**src/rtl/keyboard_decoder_if.sv**
```systemverilog
// Keyboard-side signal bundle: raw PS/2 lines in, decoded key outputs back.
interface keyboard_decoder_if;
  logic       ps2_clk;
  logic       ps2_data;
  logic [7:0] key;
  logic       key_strobe;
  logic       frame_error;

  modport master (
    output ps2_clk,
    output ps2_data,
    input  key,
    input  key_strobe,
    input  frame_error
  );

  modport slave (
    input  ps2_clk,
    input  ps2_data,
    output key,
    output key_strobe,
    output frame_error
  );
endinterface

```
**src/rtl/keyboard_decoder.sv**
```systemverilog
// PS/2 keyboard receiver: synchronizes and de-glitches the bus, frames 11-bit
// packets, and decodes make/break scancodes into a held-key ASCII value.
module keyboard_decoder #(
  parameter int unsigned TIMEOUT_CYCLES = 6500,
  parameter int unsigned FILTER_LEN     = 4
) (
  input logic               clk,
  input logic               rst,
  keyboard_decoder_if.slave kbd
);

  localparam int unsigned FltW = (FILTER_LEN > 1) ? $clog2(FILTER_LEN) : 1;
  localparam int unsigned ToW  = $clog2(TIMEOUT_CYCLES + 1);

  typedef enum logic [1:0] {StIdle, StData, StParity, StStop} state_e;

  logic            clk_s1_q, clk_s2_q, data_s1_q, data_s2_q;
  logic            flt_q, flt_d;
  logic [FltW-1:0] flt_cnt_q, flt_cnt_d;
  logic            fall;

  state_e          state_q, state_d;
  logic [2:0]      bit_cnt_q, bit_cnt_d;
  logic [7:0]      shift_q, shift_d;
  logic            par_ok_q, par_ok_d;
  logic [ToW-1:0]  to_cnt_q, to_cnt_d;
  logic            timeout, byte_vld;

  logic            ext_q, ext_d, brk_q, brk_d;
  logic [7:0]      key_q, key_d;
  logic            strobe_q, strobe_d;
  logic            frame_err_q, frame_err_d;
  logic            map_hit;
  logic [7:0]      map_ascii;

  // A level change is accepted only after FILTER_LEN agreeing samples.
  always_comb begin
    flt_d     = flt_q;
    flt_cnt_d = '0;
    fall      = 1'b0;
    if (clk_s2_q != flt_q) begin
      if (flt_cnt_q == FltW'(FILTER_LEN - 1)) begin
        flt_d = clk_s2_q;
        fall  = flt_q;
      end else begin
        flt_cnt_d = flt_cnt_q + 1'b1;
      end
    end
  end

  always_comb begin
    state_d     = state_q;
    bit_cnt_d   = bit_cnt_q;
    shift_d     = shift_q;
    par_ok_d    = par_ok_q;
    to_cnt_d    = to_cnt_q;
    frame_err_d = 1'b0;
    byte_vld    = 1'b0;
    timeout     = 1'b0;

    if (fall) begin
      to_cnt_d = '0;
      unique case (state_q)
        StIdle: begin
          if (!data_s2_q) begin
            state_d   = StData;
            bit_cnt_d = '0;
          end else begin
            frame_err_d = 1'b1;
          end
        end
        StData: begin
          shift_d   = {data_s2_q, shift_q[7:1]};
          bit_cnt_d = bit_cnt_q + 1'b1;
          if (bit_cnt_q == 3'd7) state_d = StParity;
        end
        StParity: begin
          par_ok_d = (^shift_q) ^ data_s2_q;
          state_d  = StStop;
        end
        StStop: begin
          if (data_s2_q && par_ok_q) byte_vld    = 1'b1;
          else                       frame_err_d = 1'b1;
          state_d = StIdle;
        end
      endcase
    end else if (state_q == StIdle) begin
      to_cnt_d = '0;
    end else if (to_cnt_q == ToW'(TIMEOUT_CYCLES - 1)) begin
      timeout     = 1'b1;
      state_d     = StIdle;
      to_cnt_d    = '0;
      frame_err_d = 1'b1;
    end else begin
      to_cnt_d = to_cnt_q + 1'b1;
    end
  end

  always_comb begin
    map_hit   = 1'b1;
    map_ascii = 8'h00;
    case ({ext_q, shift_q})
      9'h076:  map_ascii = 8'h1B;
      9'h05A:  map_ascii = 8'h0D;
      9'h016:  map_ascii = 8'h31;
      9'h01E:  map_ascii = 8'h32;
      9'h026:  map_ascii = 8'h33;
      9'h01D:  map_ascii = 8'h77;
      9'h01C:  map_ascii = 8'h61;
      9'h01B:  map_ascii = 8'h73;
      9'h023:  map_ascii = 8'h64;
      9'h175:  map_ascii = 8'h77;
      9'h16B:  map_ascii = 8'h61;
      9'h172:  map_ascii = 8'h73;
      9'h174:  map_ascii = 8'h64;
      default: map_hit   = 1'b0;
    endcase
  end

  // Break only clears the key it names, so a newer held key survives.
  always_comb begin
    key_d    = key_q;
    strobe_d = 1'b0;
    ext_d    = ext_q;
    brk_d    = brk_q;
    if (timeout) begin
      ext_d = 1'b0;
      brk_d = 1'b0;
    end else if (byte_vld) begin
      if (shift_q == 8'hE0) begin
        ext_d = 1'b1;
      end else if (shift_q == 8'hF0) begin
        brk_d = 1'b1;
      end else begin
        ext_d = 1'b0;
        brk_d = 1'b0;
        if (map_hit) begin
          if (!brk_q) begin
            key_d    = map_ascii;
            strobe_d = 1'b1;
          end else if (map_ascii == key_q) begin
            key_d = 8'h00;
          end
        end
      end
    end
  end

  always_ff @(posedge clk) begin
    if (rst) begin
      clk_s1_q    <= 1'b1;
      clk_s2_q    <= 1'b1;
      data_s1_q   <= 1'b1;
      data_s2_q   <= 1'b1;
      flt_q       <= 1'b1;
      flt_cnt_q   <= '0;
      state_q     <= StIdle;
      bit_cnt_q   <= '0;
      shift_q     <= '0;
      par_ok_q    <= 1'b0;
      to_cnt_q    <= '0;
      ext_q       <= 1'b0;
      brk_q       <= 1'b0;
      key_q       <= 8'h00;
      strobe_q    <= 1'b0;
      frame_err_q <= 1'b0;
    end else begin
      clk_s1_q    <= kbd.ps2_clk;
      clk_s2_q    <= clk_s1_q;
      data_s1_q   <= kbd.ps2_data;
      data_s2_q   <= data_s1_q;
      flt_q       <= flt_d;
      flt_cnt_q   <= flt_cnt_d;
      state_q     <= state_d;
      bit_cnt_q   <= bit_cnt_d;
      shift_q     <= shift_d;
      par_ok_q    <= par_ok_d;
      to_cnt_q    <= to_cnt_d;
      ext_q       <= ext_d;
      brk_q       <= brk_d;
      key_q       <= key_d;
      strobe_q    <= strobe_d;
      frame_err_q <= frame_err_d;
    end
  end

  assign kbd.key         = key_q;
  assign kbd.key_strobe  = strobe_q;
  assign kbd.frame_error = frame_err_q;

endmodule

```
**src/flat_wrapper.sv**
```systemverilog
// flat-port wrapper written by rule: the top's interface ports become plain ports
module keyboard_decoder_flat 
#(
  parameter int unsigned TIMEOUT_CYCLES = 6500,
  parameter int unsigned FILTER_LEN     = 4
)
  (clk, rst, kbd_ps2_clk, kbd_ps2_data, kbd_key, kbd_key_strobe, kbd_frame_error);
  keyboard_decoder_if kbd_i ();
  input logic clk;
  input logic rst;
  input wire logic [$bits(kbd_i.ps2_clk)-1:0] kbd_ps2_clk;
  input wire logic [$bits(kbd_i.ps2_data)-1:0] kbd_ps2_data;
  output wire logic [$bits(kbd_i.key)-1:0] kbd_key;
  output wire logic [$bits(kbd_i.key_strobe)-1:0] kbd_key_strobe;
  output wire logic [$bits(kbd_i.frame_error)-1:0] kbd_frame_error;
  assign kbd_i.ps2_clk = kbd_ps2_clk;
  assign kbd_i.ps2_data = kbd_ps2_data;
  assign kbd_key = kbd_i.key;
  assign kbd_key_strobe = kbd_i.key_strobe;
  assign kbd_frame_error = kbd_i.frame_error;
  keyboard_decoder #(.TIMEOUT_CYCLES(TIMEOUT_CYCLES), .FILTER_LEN(FILTER_LEN)) u_core (.clk(clk), .rst(rst), .kbd(kbd_i));
endmodule
```
**config.mk**
```make
export PLATFORM = sky130hd
export DESIGN_NAME = keyboard_decoder_flat
export DESIGN_NICKNAME = d
export VERILOG_FILES = /design/src/rtl/keyboard_decoder_if.sv /design/src/rtl/keyboard_decoder.sv /design/src/flat_wrapper.sv
export SDC_FILE = /design/constraint.sdc
export NUM_CORES = 1
export LEC_CHECK = 0
export CAP_MARGIN = 10
export CORE_MARGIN = 1
export CORE_UTILIZATION = 30
export DETAILED_ROUTE_END_ITERATION = 12
export DONT_BUFFER_PORTS = 1
export HOLD_SLACK_MARGIN = 0.03
export PLACE_DENSITY = 0.48
export SLEW_MARGIN = 20
export SYNTH_ARGS = -nofsm -noshare
export SYNTH_HDL_FRONTEND = slang
export SYNTH_SLANG_ARGS = --single-unit
```
**constraint.sdc**
```tcl
create_clock -name clk -period 2.6 [get_ports clk]
set_input_delay 0.13 -clock clk [delete_from_list [all_inputs] [get_ports clk]]
set_output_delay 0.13 -clock clk [all_outputs]
set_load 0.05 [all_outputs]
```
==> flow_summary_export.csv <==
group,metric,value,unit
floorplan,die_h,95.0,µm
cts,cts_tree,"yes",
global_route,grt_pass1_vias,1983,
logic_synthesis,synth-seq-area-share,0.347,
logic_synthesis,ys_ff_latch,45,
logic_synthesis,ys_types,59,
logic_synthesis,synth.largest_area_cell,"dfxtp_1",
min_path,holdPathStages,3,
logic_synthesis,synth_edf_count,0,
routing,vias,2113,
flow_run,maxCapViolations,0,
cts,clock_latency,0.30,ns
setup_path,crit_fanout,9,
min_path,hold_class,"in -> reg",
power_and_ir_drop,p_total,1.15,mW
sta,hold-worst-slack,0.104,ns
sta,slew_headroom,0.448,
setup_path,worst_path_max_delay_cell,"dfxtp_1",
routing,drt-wirelength-per-cell,13.2,µm
setup_path,crit_path_end_kind,"register",
placed_design,dp_cells,407,
layout,final_common_cell,"dfxtp_1",
logic_synthesis,async_flop_share,0,
setup_path,timing.reg2reg.setup_slack,0.16,ns
sta,tightestPinTransition,0.825,ns
cts,cts_buffers,5,
setup_path,cp.depth,9,
setup_path,cpLargestDelayFamily,"compound AO/OA/AOI/OAI gates",
power_and_ir_drop,peakVddDrop,0.249,mV
routing,viasPerCell,5.04,
floorplan,core_area,8300,µm²
routing,drt_wl_total,5520,µm
status,status,"complete, no violations",
cts,clkTransAtPathRegs,0.09,ns
setup_path,crit_arrival,2.63,ns
power_and_ir_drop,powerDensity,407,nW/µm²
layout,layout_common_cells,"dfxtp_1, nand2_1, nor2_1, ha_1, a21oi_1",
sta,fin_crit_sh,0.938,
global_route,grt_use_total,0.134,
layout,finalNonFillerCells,419,
cts,clock_sink_count,45,
layout,postLayoutCellArea,2830,µm²
routing,drt_iter0_drc,174,
sta,slew_viol_final,0,
routing,ant_nets,0,
sta,setup_viol,0,
layout,antenna_cells,0,
setup_path,reg2reg_depth,9,
placed_design,hpwl,4010,µm
setup_path,required,2.79,ns
routing,drc,0,
placed_design,place_congestion,0.865,
logic_synthesis,yosysWarnings,0,
layout,area_delta_synth_final,9.31,%
floorplan,rows,33,
layout,fillerInstances,878,
logic_synthesis,syn_nets,335,
sta,fin_skew,0.00791,ns
logic_synthesis,synthCells,309,
placed_design,postPlaceCellArea,2710,µm²
layout,drive_above_1_share,0.0955,
floorplan,start_util,0.312,
floorplan,ioPinCount,14,
placed_design,portBuffers,0,
setup_path,max_stage_delay,0.39,ns
layout,fin_nets,339,
logic_synthesis,synthTopCellsByArea,"dfxtp_1, ha_1, nand2_1",
cts,cts_buffer_depth,2,
logic_synthesis,ys.flop_type,"dfxtp_1",
setup_path,crit_type,"reg -> reg",
logic_synthesis,synth_top_cell_area_share,0.347,
floorplan,die_area,9020,µm²
logic_synthesis,syn_area_per_cell,8.39,µm²
sta,fin_crit,2.44,ns
setup_path,crit_buf_inv,1,
global_route,grt_max_degree,24,
cts,htreeDepth,2,
floorplan,die_w,95.0,µm
power_and_ir_drop,leakage,1.02,nW
cts,clockRootBuffer,"clkbuf_8",
sta,grt_setup_unrepaired,"yes",
setup_path,cp_cell_sequence,"inv_1, ha_1, and3_4, a32oi_4, nand4_1, o31ai_2, o211ai_2, nor2_2, o21ai_1",
routing,drt_pre_antenna_iters,4,
sta,finalHoldViolCount,0,
setup_path,critPathLaunchType,"register",
global_route,grt_overflow,0,
global_route,grt_pass1_wl,9460,µm
logic_synthesis,syn_area,2590,µm²
sta,fmax,0.410,GHz
global_route,antenna_found_initial,0,
[logic make-up after synthesis]
| logic type | share of synthesized area |
|---|---|
| other | 0.00145 |
| adder cells (fa/ha/maj) | 0.106 |
| AO/OA/AOI/OAI | 0.167 |
| AND/OR/NAND/NOR | 0.264 |
| buffers and inverters | 0.0497 |
| XOR/XNOR | 0.0642 |
| flip-flops | 0.347 |
[layer usage]
metal	wire length, µm	track usage	vias up
li1	-	-	1088
met1	2840	0.183	980
met2	2450	0.213	41
met3	180	0.0274	4
met4	54	0.0379	0
met5	0	0	-
[Yosys cell counts (all sizes together) (3+ instances only)]
cell type and count:
dfxtp 45, nand2 38, nor2 32, ha 22, a21oi 17, inv 14, xnor2 13, nand3 12
o21ai 12, nand4 10, and3 9, clkbuf 9, a22oi 6, buf 6, xor2 6, nor2b 5
nor3 5, or2 5, a32oi 4, o2111ai 3
[sequential cells by signal, summed over array words and instances (netlist names), 2 cells and up]
| signal | flops |
|---|---|
| u_core.kbd.key | 7 |
| u_core.bit_cnt_q | 3 |
| u_core.shift_q | 8 |
| u_core.state_q | 2 |
| u_core.to_cnt_q | 13 |
| u_core.flt_cnt_q | 2 |
[final cells by class]
cell class / instances / area (µm²) / share of cell area
clock buffers: 6 / 72.6 / 0.0256
clock inverters: 2 / 15.0 / 0.00530
well taps: 105 / 131 / 0.0464
repair buffers: 12 / 97.6 / 0.0344
inverters: 14 / 52.6 / 0.0185
flip-flops and latches: 45 / 902 / 0.318
multi-input cells: 235 / 1560 / 0.551
[metrics by stage]
step                TNS (ns)   util  setup slack [ns]
floorplan                  0      -             0.414
global placement           0  0.326             0.252
detailed placement         0  0.326             0.199
CTS                        0  0.340             0.186
global route          -0.145  0.341           -0.0324
finish                     0  0.341             0.162
[worst register-to-register path, stage by stage, from the launching register on]
cell and delay, ns:
dfxtp_1 0.39, inv_1 0.08, ha_1 0.29, and3_4 0.22, a32oi_4 0.33, nand4_1 0.22, o31ai_2 0.28, o211ai_2 0.15
nor2_2 0.27, o21ai_1 0.11
[path summary, 6_finish.rpt]
check,end,start
max reg2reg,u_core.kbd.key[2]$_SDFFE_PP0P_,u_core.shift_q[7]$_SDFFE_PP0P_
min reg2reg,u_core.clk_s2_q$_SDFF_PP1_,u_core.clk_s1_q$_SDFF_PP1_
max,u_core.kbd.key[2]$_SDFFE_PP0P_,u_core.shift_q[7]$_SDFFE_PP0P_
min,u_core.kbd.key[6]$_SDFFE_PP0P_,rst
[what timing repair did]
action	4_1_cts	5_1_grt
setup buffers	0	1
setup endpoints to repair	0	7
hold buffers	3	0
hold endpoints to repair	24	0
gates resized for setup	0	1
[power breakdown]
group,internal [mW],switching (mW)
Clock,0.190,0.247
Sequential,0.692,0.00211
Combinational,0.00867,0.0133
Total,0.890,0.262
(Power assumes the default switching activity.)
